File: src/rtl/dmem_ctrl.sv
// Data-memory controller: turns byte/half/word processor accesses into word
// transactions on a multi-cycle memory, using read-modify-write for sub-word stores.
module dmem_ctrl #(
  parameter int unsigned ADDR_W  = 30,
  parameter int unsigned TIMEOUT = 16
) (
  input  logic              clk,
  input  logic              rst,
  input  logic              req,
  input  logic [31:0]       addr,
  input  logic [31:0]       wdata,
  input  logic              wr,
  input  logic [1:0]        size,
  output logic [31:0]       rdata,
  output logic              stall,
  output logic              err,
  output logic              mem_req,
  output logic              mem_we,
  output logic [ADDR_W-1:0] mem_addr,
  output logic [31:0]       mem_wdata,
  input  logic [31:0]       mem_rdata,
  input  logic              mem_ack
);

  localparam int unsigned CNT_W = 8;

  typedef enum logic [2:0] {
    S_IDLE,
    S_RD,
    S_RMW_RD,
    S_WR,
    S_DONE
  } state_t;

  state_t              r_state, w_state_nxt;
  logic [1:0]          r_lane, w_lane_nxt;
  logic [1:0]          r_size, w_size_nxt;
  logic [15:0]         r_wdata, w_wdata_nxt;
  logic [31:0]         r_rdata, w_rdata_nxt;
  logic                r_err, w_err_nxt;
  logic                r_mem_req, w_mem_req_nxt;
  logic                r_mem_we, w_mem_we_nxt;
  logic [ADDR_W-1:0]   r_mem_addr, w_mem_addr_nxt;
  logic [31:0]         r_mem_wdata, w_mem_wdata_nxt;
  logic [CNT_W-1:0]    r_cnt, w_cnt_nxt;
  logic                w_misal;
  logic                w_timeout;

  // Little-endian lane extraction, zero-padded; size 10 behaves as byte.
  function automatic logic [31:0] lane_extract(input logic [31:0] w,
                                               input logic [1:0]  k,
                                               input logic [1:0]  sz);
    logic [31:0] r;
    r = '0;
    case (sz)
      2'b11: r = w;
      2'b01: r = k[1] ? {16'b0, w[31:16]} : {16'b0, w[15:0]};
      default: begin
        case (k)
          2'd0:    r = {24'b0, w[7:0]};
          2'd1:    r = {24'b0, w[15:8]};
          2'd2:    r = {24'b0, w[23:16]};
          default: r = {24'b0, w[31:24]};
        endcase
      end
    endcase
    return r;
  endfunction

  // Insert store data into the addressed byte/half lane of the old word.
  function automatic logic [31:0] lane_merge(input logic [31:0] w,
                                             input logic [15:0] d,
                                             input logic [1:0]  k,
                                             input logic [1:0]  sz);
    logic [31:0] r;
    r = w;
    if (sz == 2'b01) begin
      if (k[1]) r[31:16] = d;
      else      r[15:0]  = d;
    end else begin
      case (k)
        2'd0:    r[7:0]   = d[7:0];
        2'd1:    r[15:8]  = d[7:0];
        2'd2:    r[23:16] = d[7:0];
        default: r[31:24] = d[7:0];
      endcase
    end
    return r;
  endfunction

  assign w_misal   = ((size == 2'b11) && (addr[1:0] != 2'b00)) ||
                     ((size == 2'b01) && addr[0]);
  assign w_timeout = !mem_ack && (r_cnt == CNT_W'(TIMEOUT - 1));

  assign stall     = req & (r_state != S_DONE);
  assign rdata     = r_rdata;
  assign err       = r_err;
  assign mem_req   = r_mem_req;
  assign mem_we    = r_mem_we;
  assign mem_addr  = r_mem_addr;
  assign mem_wdata = r_mem_wdata;

  always_ff @(posedge clk) begin
    if (!rst) begin
      r_state     <= S_IDLE;
      r_lane      <= '0;
      r_size      <= '0;
      r_wdata     <= '0;
      r_rdata     <= '0;
      r_err       <= 1'b0;
      r_mem_req   <= 1'b0;
      r_mem_we    <= 1'b0;
      r_mem_addr  <= '0;
      r_mem_wdata <= '0;
      r_cnt       <= '0;
    end else begin
      r_state     <= w_state_nxt;
      r_lane      <= w_lane_nxt;
      r_size      <= w_size_nxt;
      r_wdata     <= w_wdata_nxt;
      r_rdata     <= w_rdata_nxt;
      r_err       <= w_err_nxt;
      r_mem_req   <= w_mem_req_nxt;
      r_mem_we    <= w_mem_we_nxt;
      r_mem_addr  <= w_mem_addr_nxt;
      r_mem_wdata <= w_mem_wdata_nxt;
      r_cnt       <= w_cnt_nxt;
    end
  end

  always_comb begin
    w_state_nxt     = r_state;
    w_lane_nxt      = r_lane;
    w_size_nxt      = r_size;
    w_wdata_nxt     = r_wdata;
    w_rdata_nxt     = r_rdata;
    w_err_nxt       = 1'b0;
    w_mem_req_nxt   = r_mem_req;
    w_mem_we_nxt    = r_mem_we;
    w_mem_addr_nxt  = r_mem_addr;
    w_mem_wdata_nxt = r_mem_wdata;
    w_cnt_nxt       = r_cnt;

    case (r_state)
      S_IDLE: begin
        if (req) begin
          w_lane_nxt     = addr[1:0];
          w_size_nxt     = size;
          w_wdata_nxt    = wdata[15:0];
          w_mem_addr_nxt = addr[ADDR_W+1:2];
          w_cnt_nxt      = '0;
          if (w_misal) begin
            w_rdata_nxt = '0;
            w_err_nxt   = 1'b1;
            w_state_nxt = S_DONE;
          end else if (!wr) begin
            w_mem_req_nxt = 1'b1;
            w_mem_we_nxt  = 1'b0;
            w_state_nxt   = S_RD;
          end else if (size == 2'b11) begin
            w_mem_req_nxt   = 1'b1;
            w_mem_we_nxt    = 1'b1;
            w_mem_wdata_nxt = wdata;
            w_state_nxt     = S_WR;
          end else begin
            w_mem_req_nxt = 1'b1;
            w_mem_we_nxt  = 1'b0;
            w_state_nxt   = S_RMW_RD;
          end
        end
      end
      S_RD: begin
        if (mem_ack) begin
          w_rdata_nxt   = lane_extract(mem_rdata, r_lane, r_size);
          w_mem_req_nxt = 1'b0;
          w_state_nxt   = S_DONE;
        end else if (w_timeout) begin
          w_mem_req_nxt = 1'b0;
          w_err_nxt     = 1'b1;
          w_state_nxt   = S_DONE;
        end else begin
          w_cnt_nxt = r_cnt + CNT_W'(1);
        end
      end
      S_RMW_RD: begin
        // mem_req stays high into the write; only mem_we flips.
        if (mem_ack) begin
          w_mem_wdata_nxt = lane_merge(mem_rdata, r_wdata, r_lane, r_size);
          w_mem_we_nxt    = 1'b1;
          w_cnt_nxt       = '0;
          w_state_nxt     = S_WR;
        end else if (w_timeout) begin
          w_mem_req_nxt = 1'b0;
          w_err_nxt     = 1'b1;
          w_state_nxt   = S_DONE;
        end else begin
          w_cnt_nxt = r_cnt + CNT_W'(1);
        end
      end
      S_WR: begin
        if (mem_ack || w_timeout) begin
          w_mem_req_nxt = 1'b0;
          w_mem_we_nxt  = 1'b0;
          w_err_nxt     = !mem_ack;
          w_state_nxt   = S_DONE;
        end else begin
          w_cnt_nxt = r_cnt + CNT_W'(1);
        end
      end
      S_DONE: begin
        w_state_nxt = S_IDLE;
      end
      default: begin
        w_state_nxt = S_IDLE;
      end
    endcase
  end

endmodule

File: config.mk
export PLATFORM = sky130hd
export DESIGN_NAME = dmem_ctrl
export DESIGN_NICKNAME = d
export VERILOG_FILES = /design/src/rtl/dmem_ctrl.sv
export SDC_FILE = /design/constraint.sdc
export NUM_CORES = 1
export LEC_CHECK = 0
export ABC_AREA = 1
export CAP_MARGIN = 20
export CORE_UTILIZATION = 40
export CTS_BUF_LIST = sky130_fd_sc_hd__clkbuf_16
export DETAILED_ROUTE_END_ITERATION = 10
export PLACE_DENSITY = 0.7
export SLEW_MARGIN = 40
export SYNTH_ARGS = -nofsm -noshare
export SYNTH_HDL_FRONTEND = slang
export SYNTH_SLANG_ARGS = --single-unit
File: constraint.sdc
create_clock -name clk -period 5 [get_ports clk]
set_clock_uncertainty 0.15 [all_clocks]
set_input_delay 1.5 -clock clk [delete_from_list [all_inputs] [get_ports clk]]
set_output_delay 1.5 -clock clk [all_outputs]
set_load 0.01 [all_outputs]
; Yosys cells after proc, flatten, opt, wreduce, memory -nomap -nowiden
; Cells that the tools add are included.
[word_totals]
ff_bits = 128
in_bits = 103
out_inout_bits = 98
elab_cells = 111
[classes]
addsub = 1
n_eq_ne = 22
n_mux = 54
bitwise_logic = 1
n_reduce_logical = 22
[ops]
columns = operator, n
row1 = $mux W32, 9
row2 = $pmux W32 S2, 3
row3 = $mux W8, 9
row4 = $mux W16, 3
row5 = $pmux W8 S4, 1
row6 = $pmux W8 S3, 1
row7 = $ne A2 B2 Y1 const B, 11
row8 = $mux W3, 6
row9 = $mux W1, 17
row10 = $pmux W3 S4, 1
row11 = $reduce_and A5 Y1, 2
row12 = $add A8 B1 Y8 const B, 1
row13 = $eq A8 B4 Y1 const B, 1
row14 = $reduce_and A4 Y1, 2
row15 = $eq A2 B1 Y1 const B, 3
row16 = $eq A2 B2 Y1 const B, 3
row17 = $eq A3 B2 Y1 const B, 2
row18 = $pmux W1 S3, 2
row19 = $reduce_and A6 Y1, 1
row20 = $reduce_bool A2 Y1, 3
row21 = $pmux W1 S4, 1
row22 = $reduce_and A2 Y1, 2
row23 = $reduce_bool A4 Y1, 1
row24 = $eq A3 B1 Y1 const B, 1
row25 = other kinds (11), 14

; Longest topological paths before layout
[depth]
word_depth = 6
ltp_mapped = 11
depth_no_buf = 11

; Least setup slack after synthesis
; OpenSTA, ideal clock, no wires.
[synth_timing]
path_type = input-to-output
start = input port req
end = output port stall
t_arrival_ns = 1.982
t_required_ns = 3.350
slack_ns = 1.368
path_stages = 3
path_buffers = 1
cell_sequence = clkbuf_1 -> inv_1 -> a21oi_1
[synth_between]
elab_chain_cells = 1
[synth_lines]
columns = element, line
row1 = start: declaration, 9  ; input logic req,
row2 = $and A1 B1 Y1, 95  ; assign stall = req & (r_state != S_DONE);
row3 = end: declaration, 15  ; output logic stall,
; Every way passes these cells.

; Worst setup path after layout
; Ends and elaborated chain as after synthesis.

==> results.md <==
- Port bufs: 200
- Die Y: 132 um
- Final WS setup: 0.659 ns
- Crit share post-route: 86.8%
- Layout area overhead: 38.8%
- DRT Wirelength: 23,300 um
- Core footprint: 16,600 sq um
- Worst-skew pair later-pin latency: 0.42 ns
- Via count: 7,672
- Clk network pwr share: 38.9%
- Worst hold path type: register to register
- Total GRT Usage: 26.6%
- Final TNS setup: 0 ns
- Post-layout min period: 4.34 ns
- Reg power frac: between 30% and 40%
- Grt peak-use layer: met2
- Final ANT Viol Nets: 0
- Hold Path Depth: 2
- Synthesized Nets: about 1,100
- Reg2Reg Setup Slack: 2.00 ns
- Setup crit end kind: output port
- # placed instances: 1,397
- WS Path Type: primary input to output port
- Sw Pwr: 995 uW
- # DRC: 0
- Share of the synthesized area in the top cell type: 37.8%
- Largest net degree at the start of global routing: 62
- Router iterations before antenna repair: 7
- Distinct cells, synth: 27
- Postcts setup bufs: 0
- Post_cts resized: 0
- Sw Share: 30.9%
- Most area-hungry cell type in the Yosys netlist: dfxtp_1
- Io pins: roughly 200
- Final Hold Viols: 0
- # diodes: 0
- Vias in the first global route: 6,930
- Chip width: ~130 um
- Met3 usage: 7.84%
- Pwr dens: around 340 nW/um^2
- Syn_area_per_cell: 6.52 sq um
- Logic pwr share: 25.1%
- Cell-internal power: roughly 2.2 mW
- Syn Inst Count: 1,040
- Hold_buf cts: 0
- Layout Nets: 1,300
- Power Total: 3.22 mW
- Pins Over Slew Limit: 0
- Lkg Pwr: 3.56 nW
- GRT overflow: 0
- Num CTS Buffers: 17
- Vias/cell: 5.37
- Pre-CTS WS: approximately 0.65 ns
- DR iter-0 viols: 721
- Root Buffer: clkbuf_16
- Initial antenna violation count: 0
- Clock Path Buffers: 2
- Post-route insts no fill: 1,429
- VDD IR-drop max: 0.000283 V
- CP required: 3.35 ns
- Post-DP HPWL: around 16,000 um
- Fin util: about 57%
- Slew HR: 52.0%
- DIE AREA: ~17,000 sq um
- CTS tree: yes
- GR Util met2: 40.4%
- CP max FO: 2
- Max Clock Freq: roughly 230 MHz
- Yosys warns: 0
- GPL Wtd Cong: about 0.90
- WL/cell: about 16 um
- Fraction of layout cells with a size suffix above 1: between 5 and 6%
- Met1 usage: 35.1%
- Global-route wire length before repair: 36,900 um
- Reg2Reg Depth: 8
- Worst Tran Pin Value: 0.718 ns
- FF+latch count, synth: 128
- Clock H-tree levels: 4
- RSZ-0062 raised after global routing: false
- Initial Util: 40.9%
- Setup-failing EPs final: 0
- Top cells by area, synth: dfxtp_1 (38%), o21ai_0 (12%), nand2_1 (12%)
- Max Cap Viol: 0
- Worst setup SP type: primary input
- Status: complete, no violations
- Placement row count: 47
- Crit path DAT: ~2.7 ns
- Clock transition at path regs: 0.06 ns
- Mapped Area: just under 7000 sq um
- Register area share after synthesis: 37.8%
- TritonCTS Sinks: 128
[final timing paths]
kind	end	start
worst min register to register	mem_addr[15]	mem_addr[15]
worst max register to register	mem_wdata[16]	r_lane[1]
worst min-delay path	mem_addr[15]	mem_addr[15]
worst max-delay path	stall	req
[cells in the final DEF, fill, tap and decap left out, drive strengths merged]
master / synthesis / routed
o21ai: 171 / 171
clkdlybuf4s50: 0 / 199
buf: 34 / 12
bufinv: 0 / 3
ha: 1 / 1
clkbuf: 41 / 18
clkinvlp: 0 / 2
inv: 58 / 59
nor2: 94 / 94
nand4: 6 / 6
nor3: 11 / 11
xnor2: 1 / 1
dfxtp: 128 / 128
a31oi: 10 / 10
o21bai: 1 / 1
nand2: 224 / 224
clkinv: 1 / 10
o211ai: 25 / 25
nand3: 112 / 112
a21oi: 122 / 122
[layout make-up]
type                            count  area [sq um]
Fill cell                        1614          7170
Multi-Input combinational cell    778          3670
Sequential cell                   128          2560
Timing Repair Buffer              212          2090
Clock buffer                       17           425
Tap cell                          220           275
Inverter                           59           223
Clock inverter                     15           168
[cell usage after synthesis]
library cell	n
buf_2	27
dfxtp_1	128
nor3_1	11
buf_4	1
a21oi_1	121
clkbuf_1	41
o21ai_1	6
nor2_4	3
nor2_2	3
nand3_1	112
o21ai_0	165
nand2_1	219
buf_6	3
xnor2_1	1
buf_1	3
nand2_2	3
a21oi_4	1
o211ai_1	25
nand4_1	6
o21bai_1	1
ha_1	1
nand2_4	2
nor2_1	88
inv_2	5
clkinv_1	1
inv_1	53
a31oi_1	10
[registers in the layout, indices dropped and copies added (netlist names)]
signal / flops
r_size: 2
mem_we: 1
r_lane: 2
r_wdata: 16
err: 1
r_state: 3
mem_req: 1
rdata: 32
mem_wdata: 32
mem_addr: 30
r_cnt: 8
[power groups by stage]
stage          logic (mW)  clock network, mW  registers (mW)
3_5_place_dp        0.792                  0            1.18
3_3_place_gp        0.785                  0            1.17
2_1_floorplan       0.439                  0            1.20
5_1_grt             0.891               1.31            1.17
4_1_cts             0.798               1.27            1.16
6_report            0.807               1.25            1.16
[per-layer routing]
| layer | vias up | share of wire [%] |
|---|---|---|
| li1 | 3833 | - |
| met1 | 3493 | 44 |
| met2 | 300 | 44 |
| met3 | 46 | 8.5 |
| met4 | 0 | 3.0 |
| met5 | - | 0 |
[per-stage QoR]
stage                     hold WS (ns)  area, sq um
after global routing             0.330         9410
after detailed placement         0.302         8810
after global placement           0.296         8800
final                            0.307         9410
after CTS                        0.311         9410
after floorplan                  0.284         6780
[cells by family after synthesis]
| group | after synthesis | share of synthesized area (%) |
|---|---|---|
| compound gates | 329 | 25.6 |
| xor+xnor | 1 | 0.129 |
| fa+ha+maj | 1 | 0.184 |
| buf+inv | 134 | 8.30 |
| flops | 128 | 37.8 |
| simple gates | 447 | 28.0 |
[worst max-delay path: stages]
cell and delay (ns):
clkdlybuf4s50_1 0.47, inv_1 0.05, a21oi_1 0.11, clkdlybuf4s50_1 0.55
Power figures use the tool's default switching activity.
